==> src/rtl/mem_arb_pkg.sv <==
// Shared types and default widths for the unified-memory arbiter.
package mem_arb_pkg;

  localparam int ARB_ADDR_W  = 32;
  localparam int ARB_DATA_W  = 32;
  localparam int ARB_TIMEOUT = 16;

  typedef enum logic [1:0] {
    IDLE = 2'd0,
    BUSY = 2'd1,
    RESP = 2'd2
  } state_t;

  typedef enum logic {
    OWN_FETCH = 1'b0,
    OWN_DATA  = 1'b1
  } owner_t;

endpackage

==> src/rtl/mem_arbiter.sv <==
// Round-robin arbiter sharing one req/ack memory port between fetch and load/store,
// with a memory-side timeout and per-owner response routing.
module mem_arbiter
  import mem_arb_pkg::*;
#(
  parameter int ADDR_W  = ARB_ADDR_W,
  parameter int DATA_W  = ARB_DATA_W,
  parameter int TIMEOUT = ARB_TIMEOUT
) (
  input  logic                clk,
  input  logic                rst,
  input  logic                if_req,
  input  logic [ADDR_W-1:0]   if_addr,
  output logic                if_ready,
  output logic [DATA_W-1:0]   if_rdata,
  input  logic                d_req,
  input  logic                d_we,
  input  logic [ADDR_W-1:0]   d_addr,
  input  logic [DATA_W-1:0]   d_wdata,
  input  logic [DATA_W/8-1:0] d_be,
  output logic                d_ready,
  output logic [DATA_W-1:0]   d_rdata,
  output logic                err,
  output logic                mem_req,
  output logic                mem_we,
  output logic [ADDR_W-1:0]   mem_addr,
  output logic [DATA_W-1:0]   mem_wdata,
  output logic [DATA_W/8-1:0] mem_be,
  input  logic                mem_ack,
  input  logic [DATA_W-1:0]   mem_rdata
);

  localparam int BE_W  = DATA_W / 8;
  localparam int CNT_W = $clog2(TIMEOUT);
  localparam logic [CNT_W-1:0] CNT_LAST = CNT_W'(TIMEOUT - 1);

  state_t           state_r;
  state_t           state_s;
  owner_t           owner_r;
  owner_t           last_grant_r;
  owner_t           grant_s;
  logic [CNT_W-1:0] cnt_r;
  logic             start_s;
  logic             done_s;
  logic             timeout_s;

  // FSM state register
  always_ff @(posedge clk or posedge rst) begin
    if (rst) begin
      state_r <= IDLE;
    end else begin
      state_r <= state_s;
    end
  end

  // Next state, grant choice and completion decode
  always_comb begin
    state_s   = state_r;
    grant_s   = last_grant_r;
    start_s   = 1'b0;
    done_s    = 1'b0;
    timeout_s = 1'b0;
    case (state_r)
      IDLE: begin
        if (if_req || d_req) begin
          start_s = 1'b1;
          state_s = BUSY;
          if (d_req && !if_req) begin
            grant_s = OWN_DATA;
          end else if (if_req && !d_req) begin
            grant_s = OWN_FETCH;
          end else if (last_grant_r == OWN_FETCH) begin
            grant_s = OWN_DATA;
          end else begin
            grant_s = OWN_FETCH;
          end
        end else begin
          state_s = IDLE;
        end
      end
      BUSY: begin
        // An ack landing in the last allowed cycle still completes cleanly.
        if (mem_ack) begin
          done_s  = 1'b1;
          state_s = RESP;
        end else if (cnt_r == CNT_LAST) begin
          done_s    = 1'b1;
          timeout_s = 1'b1;
          state_s   = RESP;
        end else begin
          state_s = BUSY;
        end
      end
      RESP: begin
        state_s = IDLE;
      end
      default: begin
        state_s = IDLE;
      end
    endcase
  end

  // Request latch, timeout counter and response routing
  always_ff @(posedge clk or posedge rst) begin
    if (rst) begin
      owner_r      <= OWN_FETCH;
      last_grant_r <= OWN_FETCH;
      cnt_r        <= '0;
      mem_req      <= 1'b0;
      mem_we       <= 1'b0;
      mem_addr     <= '0;
      mem_wdata    <= '0;
      mem_be       <= '0;
      if_ready     <= 1'b0;
      d_ready      <= 1'b0;
      err          <= 1'b0;
      if_rdata     <= '0;
      d_rdata      <= '0;
    end else begin
      if_ready <= 1'b0;
      d_ready  <= 1'b0;
      err      <= 1'b0;
      if (start_s) begin
        owner_r      <= grant_s;
        last_grant_r <= grant_s;
        cnt_r        <= '0;
        mem_req      <= 1'b1;
        if (grant_s == OWN_DATA) begin
          mem_we    <= d_we;
          mem_addr  <= d_addr;
          mem_wdata <= d_wdata;
          mem_be    <= d_be;
        end else begin
          mem_we    <= 1'b0;
          mem_addr  <= if_addr;
          mem_wdata <= '0;
          mem_be    <= {BE_W{1'b1}};
        end
      end else if (done_s) begin
        mem_req <= 1'b0;
        err     <= timeout_s;
        if (owner_r == OWN_DATA) begin
          d_ready <= 1'b1;
          d_rdata <= timeout_s ? '0 : mem_rdata;
        end else begin
          if_ready <= 1'b1;
          if_rdata <= timeout_s ? '0 : mem_rdata;
        end
      end else if (state_r == BUSY) begin
        cnt_r <= cnt_r + CNT_W'(1);
      end else begin
        cnt_r <= cnt_r;
      end
    end
  end

endmodule

==> config.mk <==
export PLATFORM = sky130hd
export DESIGN_NAME = mem_arbiter
export DESIGN_NICKNAME = d
export VERILOG_FILES = /design/src/rtl/mem_arb_pkg.sv /design/src/rtl/mem_arbiter.sv
export SDC_FILE = /design/constraint.sdc
export NUM_CORES = 1
export LEC_CHECK = 0
export CAP_MARGIN = 20
export CORE_MARGIN = 2
export CORE_UTILIZATION = 42
export CTS_BUF_LIST = sky130_fd_sc_hd__clkbuf_2
export DETAILED_ROUTE_END_ITERATION = 8
export PLACE_DENSITY = 0.91
export SLEW_MARGIN = 5
export SYNTH_ARGS = -nofsm -noshare
export SYNTH_HDL_FRONTEND = slang
export SYNTH_SLANG_ARGS = --single-unit
export TNS_END_PERCENT = 100
==> constraint.sdc <==
create_clock -name clk -period 5.75 [get_ports clk]
set_clock_uncertainty 0.1 [all_clocks]
set_input_delay 1.4375 -clock clk [delete_from_list [all_inputs] [get_ports clk]]
set_output_delay 1.4375 -clock clk [all_outputs]
set_load 0.05 [all_outputs]
==> flow_metrics.py, run 1 <==
metrics = {
    "status": {
        "status": "complete, no violations",
    },
    "setup_path": {
        "crit_type": "reg2out",
        "cp-end-kind": "output pin",
        "cp_max_fo": 2,
        "arrival_ns": 1.96,
        "critPathTopFamily": "buffers and inverters",
        "path_cells": "clkdlybuf4s50_1",
        "slowest_stage": "clkdlybuf4s50_1",
        "worst-path-buf-inv": 1,
        "cpPeakStageDelay_ns": 0.82,
        "crit_required_ns": 4.21,
        "startpoint_type": "register",
    },
    "yosys": {
        "synth_warnings": 0,
        "yosysTopAreaCell": "dfrtp_1",
        "synth-main-ff-cell": "dfrtp_1",
        "synth_top_family_by_area": "compound AO/OA/AOI/OAI gates",
        "synth_nets": 537,
        "synth_compound_area_share_pct": 29.0,
        "synth-seq-cells": 144,
        "yosys.area_share.simple_pct": 2.33,
        "synth_common_cells": "dfrtp_1, a32o_1, a22o_1",
        "ys_async_sr_fraction_pct": 100,
        "yosysSeqAreaShare_pct": 64.5,
        "synth_fa_ha_area_share_pct": 0.224,
        "synth_area_per_cell_um2": 14.0,
        "synthXorXnorAreaFrac_pct": 0,
        "synth_edf_count": 0,
        "synth_top_area_share_pct": 64.5,
        "yosysMostFrequentCell": "dfrtp_1",
        "synthTopCellsByArea": "dfrtp_1, a32o_1, a22o_1, a32oi_1, o2bb2ai_1",
        "syn_area_um2": 5590,
        "muxShareOfSynthArea_pct": 0.179,
        "synthCells": 398,
        "synth_cell_types": 33,
    },
    "power_and_ir_drop": {
        "internal_power_w": 0.00294,
        "pwr-share-seq_pct": 30.0,
        "power.share.clock_pct": 10.7,
        "switchingPower_w": 0.00296,
        "ir_drop_mv": 0.353,
        "p_leak_nw": 3.58,
        "swShare_pct": 50.1,
        "combPwrFrac_pct": 59.3,
        "powerDensity_nw_per_um2": 673,
    },
    "floorplan": {
        "die-area_um2": 14200,
        "dieWidth_um": 119,
        "core_region_area_um2": 13100,
        "io_pins": 275,
        "rows": 42,
        "start_util_pct": 42.5,
        "fp.dieH_um": 119,
    },
    "route": {
        "drtPass1Iterations": 5,
        "vias": 4887,
        "drc": 0,
        "ant_nets": 0,
        "drt_iter0_markers": 423,
        "drt-vias-per-instance": 5.77,
        "wl_um": 17000,
        "wl_per_cell_um": 20.0,
    },
    "grt": {
        "first_global_vias": 4940,
        "grt_pass1_wl_um": 26300,
        "grt_overflow_total": 0,
        "grt_max_degree": 107,
        "grt_antenna_before_repair": 1,
        "grt.total_usage_pct": 23.7,
    },
    "job": {
        "drv_cap": 0,
    },
    "sta": {
        "setup_viol": 0,
        "fin_ws_ns": 2.26,
        "hold_viol_final": 0,
        "fin_crit_ns": 3.49,
        "drv_slew": 0,
        "fmax_ghz": 0.286,
        "worst_pin_slew_ns": 0.913,
        "rsz0062_at_grt": "false",
        "fin_crit_sh_pct": 60.8,
        "max_slew_margin_pct": 39.1,
        "tns_ns": 0,
    },
    "finish": {
        "area_growth_syn_to_layout_pct": 56.8,
        "design_area_um2": 8760,
        "n_fill_cell": 940,
        "drive_gt1_share_pct": 7.61,
        "nets": 796,
    },
    "cts": {
        "numCtsBuffers": 17,
        "cts_sinks": 144,
        "cts_resized": 0,
        "cts.htree.levels": 4,
        "cts_tree": "done",
        "clk_pin_slew_ns": 0.24,
        "insertion_delay_ns": 0.68,
        "holdBufCountCts": 0,
        "cts_setup_buffers": 0,
        "cts_root_buf": "clkbuf_2",
        "cts_buffer_depth": 2,
    },
    "min_path": {
        "min_path_type": "reg2reg",
    },
    "placement": {
        "port_buffers": 274,
        "place_area_um2": 8450,
        "place_ws_ns": 2.07,
        "hpwl_um": 11900,
        "place.gp.congestion": 0.840,
    },
}
final timing paths:
check,from,to,slack [ns],cells after the start
setup / recovery,mem_addr[26],mem_addr[26],2.26,1
hold / removal,d_rdata[12],d_rdata[12],0.42,1
setup reg to reg,state_r[1],mem_wdata[16],3.63,4
hold reg to reg,d_rdata[12],d_rdata[12],0.42,1
max in group asynchronous,rst,if_rdata[29],3.25,3
min in group asynchronous,rst,mem_wdata[20],1.21,2
flip-flops by register name, indices dropped and copies added, names as in the netlist:
| register | flops |
|---|---|
| cnt_r | 4 |
| d_rdata | 32 |
| d_ready | 1 |
| err | 1 |
| if_rdata | 32 |
| if_ready | 1 |
| last_grant_r | 1 |
| mem_addr | 32 |
| mem_be | 4 |
| mem_req | 1 |
| mem_wdata | 32 |
| mem_we | 1 |
| state_r | 2 |
power groups by stage:
stage	Clock [W]	Sequential, W	Combinational, W
floorplan	0	0.00326	0.000758
global placement	0	0.00176	0.00342
detailed placement	0	0.00178	0.00350
CTS	0.000647	0.00177	0.00350
global route	0.000697	0.00182	0.00363
finish	0.000630	0.00177	0.00350
final cells by class:
type	count	area, um2	share of cell area [%]
sequential	144	3600	41.1
timing repair buffer	286	2860	32.6
multi-input combinational	204	1790	20.4
tap	176	220	2.51
clock inverter	15	184	2.10
clock buffer	17	85.1	0.971
inverter	4	20.0	0.229
antenna	1	2.50	0.0286
stage by stage:
step | total power (W) | cells | hold slack [ns] | util [%]
floorplan | 0.00402 | 398 | 0.396 | -
finish | 0.00590 | 847 | 0.417 | 66.7
CTS | 0.00591 | 844 | 0.424 | 66.3
detailed placement | 0.00528 | 812 | 0.379 | 64.3
global placement | 0.00518 | 812 | 0.371 | 64.3
global route | 0.00615 | 847 | 0.429 | 66.7
cell families (layout without fill, tap and decap cells):
kind of cell,count (synthesis),count (layout)
AO/OA/AOI/OAI,179,179
flip-flops,144,144
buffers and inverters,50,322
AND/OR/NAND/NOR,23,23
adder cells (fa/ha/maj),1,1
multiplexers,1,1
other,0,1
metal layers:
metal | wire length (um) | share of wire (%) | global-route usage [%]
met3 | 1470 | 8.6 | 7.28
met2 | 8470 | 50 | 39.5
met4 | 352 | 2.1 | 8.82
met5 | 0 | 0 | 0
met1 | 6690 | 39 | 29.1
placed cells by master, fill, tap and decap left out, drive strengths merged, types with 2 or more instances in the layout:
| cell | instances |
|---|---|
| buf | 13 |
| a32o | 64 |
| inv | 8 |
| nand2 | 3 |
| a32oi | 32 |
| clkinv | 6 |
| clkinvlp | 2 |
| a21oi | 2 |
| nand2b | 2 |
| clkdlybuf4s50 | 273 |
| nand3 | 5 |
| clkbuf | 17 |
| nor3b | 2 |
| nor2 | 5 |
| o2bb2ai | 32 |
| o22a | 4 |
| o21ai | 6 |
| a22o | 33 |
| a31oi | 2 |
| dfrtp | 144 |
| bufinv | 3 |
Power figures use the tool's default switching activity.
==> run 2, diff against run 1 <==
--- a/config.mk
+++ b/config.mk
@@ -7,10 +7,10 @@
 export LEC_CHECK = 0
 export CAP_MARGIN = 20
 export CORE_MARGIN = 2
-export CORE_UTILIZATION = 42
+export CORE_UTILIZATION = 38
 export CTS_BUF_LIST = sky130_fd_sc_hd__clkbuf_2
 export DETAILED_ROUTE_END_ITERATION = 8
-export PLACE_DENSITY = 0.91
+export PLACE_DENSITY = 0.87
 export SLEW_MARGIN = 5
 export SYNTH_ARGS = -nofsm -noshare
 export SYNTH_HDL_FRONTEND = slang
==> constraint.sdc (replaced) <==
create_clock -name clk -period 2.8 [get_ports clk]
set_clock_uncertainty 0.1 [all_clocks]
set_input_delay 0.7 -clock clk [delete_from_list [all_inputs] [get_ports clk]]
set_output_delay 0.7 -clock clk [all_outputs]
set_load 0.05 [all_outputs]
==> run 2 against run 1 <==
Final cell count increased by 1.1%. Setup slack got worse by 2.1 ns. Wire length increased by 3.3%. Sequential power is 100% higher. Hold slack got worse by 0.19 ns. Clock power is 110% higher. Die area increased by 10%. Sequential share of layout area fell by 0.83 points. Flip-flop and latch count is the same. Clock-buffer cell count up 1. Global-route usage shrank 1.7 points.
==> flow_metrics.py, run 2 (synthesis results as in run 1) <==
metrics = {
    "setup_path": {
        "cp.depth": 1,
        "crit_type": "reg2out",
        "path_cells": "clkdlybuf4s50_1",
        "cp_max_fo": 2,
        "crit_required_ns": 2.00,
        "startpoint_type": "register",
        "cp-end-kind": "output pin",
        "cpPeakStageDelay_ns": 0.81,
        "reg2regPathDepth": 4,
        "critPathTopFamily": "buffers and inverters",
        "arrival_ns": 1.88,
        "slowest_stage": "clkdlybuf4s50_1",
        "worst-path-buf-inv": 1,
    },
    "power_and_ir_drop": {
        "swShare_pct": 50.5,
        "internal_power_w": 0.00589,
        "powerDensity_nw_per_um2": 1330,
        "switchingPower_w": 0.00600,
        "ir_drop_mv": 0.666,
        "pwr-share-seq_pct": 30.0,
        "combPwrFrac_pct": 59.0,
        "p_leak_nw": 4.68,
        "power.share.clock_pct": 11.0,
    },
    "route": {
        "drt-vias-per-instance": 5.73,
        "wl_per_cell_um": 20.5,
        "wl_um": 17500,
        "vias": 4901,
        "drc": 0,
        "drtPass1Iterations": 5,
        "ant_nets": 0,
        "drt_iter0_markers": 394,
    },
    "cts": {
        "cts_buffer_depth": 2,
        "insertion_delay_ns": 0.67,
        "cts_resized": 37,
        "cts_root_buf": "clkbuf_2",
        "cts_tree": "done",
        "cts_sinks": 144,
        "holdBufCountCts": 0,
        "cts.htree.levels": 4,
        "cts_setup_buffers": 0,
        "clk_pin_slew_ns": 0.23,
        "numCtsBuffers": 17,
    },
    "floorplan": {
        "rows": 44,
        "die-area_um2": 15700,
        "core_region_area_um2": 14400,
        "fp.dieH_um": 125,
        "dieWidth_um": 125,
        "io_pins": 275,
        "start_util_pct": 38.7,
    },
    "sta": {
        "hold_viol_final": 0,
        "max_slew_margin_pct": 53.4,
        "fin_crit_ns": 2.68,
        "worst_pin_slew_ns": 0.699,
        "rsz0062_at_grt": "false",
        "fmax_ghz": 0.373,
        "drv_slew": 0,
        "tns_ns": 0,
        "setup_viol": 0,
        "fin_crit_sh_pct": 95.7,
    },
    "finish": {
        "final_common_cell": "clkdlybuf4s50_1",
        "area_growth_syn_to_layout_pct": 60.0,
        "most-common-layout-cells": "clkdlybuf4s50_1, dfrtp_1, dlymetal6s2s_1",
        "utilization_pct": 62.0,
        "drive_gt1_share_pct": 7.46,
        "nets": 799,
        "n_fill_cell": 1078,
    },
    "placement": {
        "hpwl_um": 12500,
        "place.gp.congestion": 0.827,
        "port_buffers": 274,
    },
    "grt": {
        "grt_pass1_wl_um": 27300,
        "grt_overflow_total": 0,
        "grt.total_usage_pct": 22.0,
        "grt_antenna_before_repair": 2,
        "grt_max_degree": 68,
        "first_global_vias": 5082,
    },
    "status": {
        "status": "complete, no violations",
    },
    "job": {
        "drv_cap": 0,
    },
    "min_path": {
        "min_path_type": "in2async",
    },
}
run 2: path summary, 6_finish.rpt:
kind | startpoint | end | slack (ns)
worst max-delay path | d_rdata[14] | d_rdata[14] | 0.12
worst min-delay path | rst | mem_wdata[10] | 0.23
worst max register to register | state_r[1] | mem_wdata[12] | 1.00
worst min register to register | mem_addr[6] | mem_addr[6] | 0.41
max in group asynchronous | rst | err | 1.65
min in group clk | mem_ack | state_r[1] | 0.28
run 2: area by class of cell:
type | instances | area, um2 | area share [%]
inverter | 4 | 18.8 | 0.210
timing repair buffer | 289 | 3040 | 34.0
sequential | 144 | 3600 | 40.3
antenna | 2 | 5.00 | 0.0560
clock buffer | 18 | 90.1 | 1.01
tap | 184 | 230 | 2.57
multi-input combinational | 204 | 1790 | 20.0
clock inverter | 11 | 168 | 1.88
run 2: power groups by stage:
| stage | sequential [W] | clock (W) | combinational [W] |
|---|---|---|---|
| finish | 0.00357 | 0.00130 | 0.00702 |
| global route | 0.00369 | 0.00143 | 0.00729 |
| CTS | 0.00359 | 0.00135 | 0.00710 |
| detailed placement | 0.00364 | 0 | 0.00727 |
| global placement | 0.00359 | 0 | 0.00711 |
| floorplan | 0.00669 | 0 | 0.00156 |
run 2: through the flow:
stage          setup slack (ns)  instance area (um2)  hold WS (ns)  std cells  power (W)
6_report                  0.122                 8940         0.230        856     0.0119
5_1_grt                0.000175                 8940         0.188        856     0.0124
4_1_cts                0.000827                 8740         0.166        854     0.0120
3_5_place_dp              0.435                 8530         0.376        825     0.0109
3_3_place_gp              0.478                 8530         0.373        825     0.0107
2_1_floorplan             0.195                 5590         0.396        398    0.00825
run 2: per-layer routing:
metal / share of wire (%) / track usage [%]
met5: 0 / 0
met4: 1.8 / 9.02
met3: 8.9 / 7.87
met2: 50 / 36.6
met1: 39 / 26.0
==> run 3, diff against run 2 <==
--- a/config.mk
+++ b/config.mk
@@ -6,7 +6,7 @@
 export NUM_CORES = 1
 export LEC_CHECK = 0
 export CAP_MARGIN = 20
-export CORE_MARGIN = 2
+export CORE_MARGIN = 5
 export CORE_UTILIZATION = 38
 export CTS_BUF_LIST = sky130_fd_sc_hd__clkbuf_2
 export DETAILED_ROUTE_END_ITERATION = 8
==> run 3 against run 2 <==
Die area grew 9.8%. Largest power group unchanged. Maximum frequency is essentially flat. Wire length grew 0.82%. Critical path depth is the same. First-iteration DRC count shrank 27%. Final cell count grew 0.35%. Clock power is essentially flat. Clock-buffer cell count grew 1.
==> flow_metrics.py, run 3 (synthesis results as in run 1) <==
metrics = {
    "sta": {
        "hold_viol_final": 0,
        "fin_crit_ns": 2.68,
        "max_slew_margin_pct": 57.0,
        "fmax_ghz": 0.373,
        "drv_slew": 0,
        "worst_pin_slew_ns": 0.645,
        "setup_viol": 0,
        "fin_crit_sh_pct": 95.7,
    },
    "cts": {
        "numCtsBuffers": 17,
        "cts.htree.levels": 4,
        "cts_tree": "done",
        "clk_pin_slew_ns": 0.20,
        "cts_setup_buffers": 0,
        "cts_sinks": 144,
        "cts_root_buf": "clkbuf_2",
        "insertion_delay_ns": 0.69,
        "cts_buffer_depth": 2,
    },
    "placement": {
        "place.gp.congestion": 0.830,
        "hpwl_um": 12700,
        "port_buffers": 274,
        "placed_cells": 826,
    },
    "setup_path": {
        "cp_max_fo": 2,
        "worst-path-buf-inv": 1,
        "arrival_ns": 1.88,
        "cp-end-kind": "output pin",
        "crit_type": "reg2out",
        "crit_required_ns": 2.00,
        "critPathTopFamily": "buffers and inverters",
        "cpPeakStageDelay_ns": 0.81,
        "startpoint_type": "register",
        "path_cells": "clkdlybuf4s50_1",
        "slowest_stage": "clkdlybuf4s50_1",
    },
    "route": {
        "drtPass1Iterations": 5,
        "drc": 0,
        "vias": 4870,
        "wl_um": 17700,
        "drt_iter0_markers": 289,
        "ant_nets": 0,
        "wl_per_cell_um": 20.6,
        "drt-vias-per-instance": 5.67,
    },
    "status": {
        "status": "complete, no violations",
    },
    "floorplan": {
        "fp.dieH_um": 131,
        "dieWidth_um": 131,
        "core_region_area_um2": 14500,
        "die-area_um2": 17200,
        "io_pins": 275,
        "rows": 44,
        "start_util_pct": 38.6,
    },
    "power_and_ir_drop": {
        "p_leak_nw": 4.70,
        "powerDensity_nw_per_um2": 1320,
        "ir_drop_mv": 0.838,
    },
    "grt": {
        "grt_pass1_wl_um": 27400,
        "grt_max_degree": 80,
        "grt.total_usage_pct": 19.5,
        "first_global_vias": 5053,
        "grt_overflow_total": 0,
        "grt_antenna_before_repair": 2,
    },
    "finish": {
        "drive_gt1_share_pct": 7.43,
        "utilization_pct": 61.8,
        "most-common-layout-cells": "dfrtp_1, clkdlybuf4s50_1, dlymetal6s2s_1",
        "area_growth_syn_to_layout_pct": 60.1,
        "final_common_cell": "dfrtp_1",
        "instances_no_fill": 859,
        "nets": 800,
    },
    "min_path": {
        "min_path_type": "in2reg",
    },
    "job": {
        "drv_cap": 0,
    },
}
[run 3: path summary, 6_finish.rpt]
| path | start | endpoint | slack, ns | cells after the start |
|---|---|---|---|---|
| worst max-delay path | d_rdata[17] | d_rdata[17] | 0.12 | 1 |
| worst min-delay path | mem_ack | state_r[1] | 0.24 | 3 |
| worst max register to register | state_r[1] | mem_wdata[17] | 0.92 | 4 |
| worst min register to register | mem_addr[25] | mem_addr[25] | 0.40 | 1 |
| max in group asynchronous | rst | cnt_r[0] | 1.88 | 3 |
| min in group asynchronous | rst | mem_wdata[6] | 0.36 | 3 |
[run 3: routing by layer]
layer | part of all wire [%] | global-route usage [%] | up-vias
li1 | - | - | 2166
met1 | 42 | 23.9 | 2429
met2 | 49 | 32.4 | 255
met3 | 8.3 | 7.07 | 20
met4 | 1.5 | 6.06 | 0
met5 | 0 | 0 | -
[run 3: timing repair]
| item | 4_1_cts | 5_1_grt |
|---|---|---|
| gates resized for setup | 54 | 76 |
| hold buffers | 0 | 0 |
| endpoints found under the setup margin | 54 | 76 |
[run 3: area by class of cell]
cell class                 count  area (um2)
multi-input combinational    204        1790
antenna                        2        5.00
clock buffer                  19        95.1
clock inverter                12         166
fill                        1055        5530
tap                          184         230
inverter                       4        18.8
timing repair buffer         290        3040
sequential                   144        3600
[run 3: per-stage QoR]
stage               total power (W)  TNS, ns  setup WS [ns]  hold slack (ns)  cell area, um2
detailed placement           0.0109        0          0.416            0.375            8560
floorplan                   0.00825        0          0.195            0.396            5590
global placement             0.0107        0          0.447            0.370            8530
CTS                          0.0120        0       0.000434            0.161            8750
global route                 0.0124  -0.0581        -0.0181            0.185            8950
finish                       0.0118        0          0.120            0.237            8950
[run 3: report_power, final]
part           total (W)  switching [W]  internal [W]
registers        0.00357       0.000562       0.00300
clock network    0.00130       0.000716      0.000580
logic            0.00697        0.00471       0.00227
total             0.0118        0.00599       0.00585
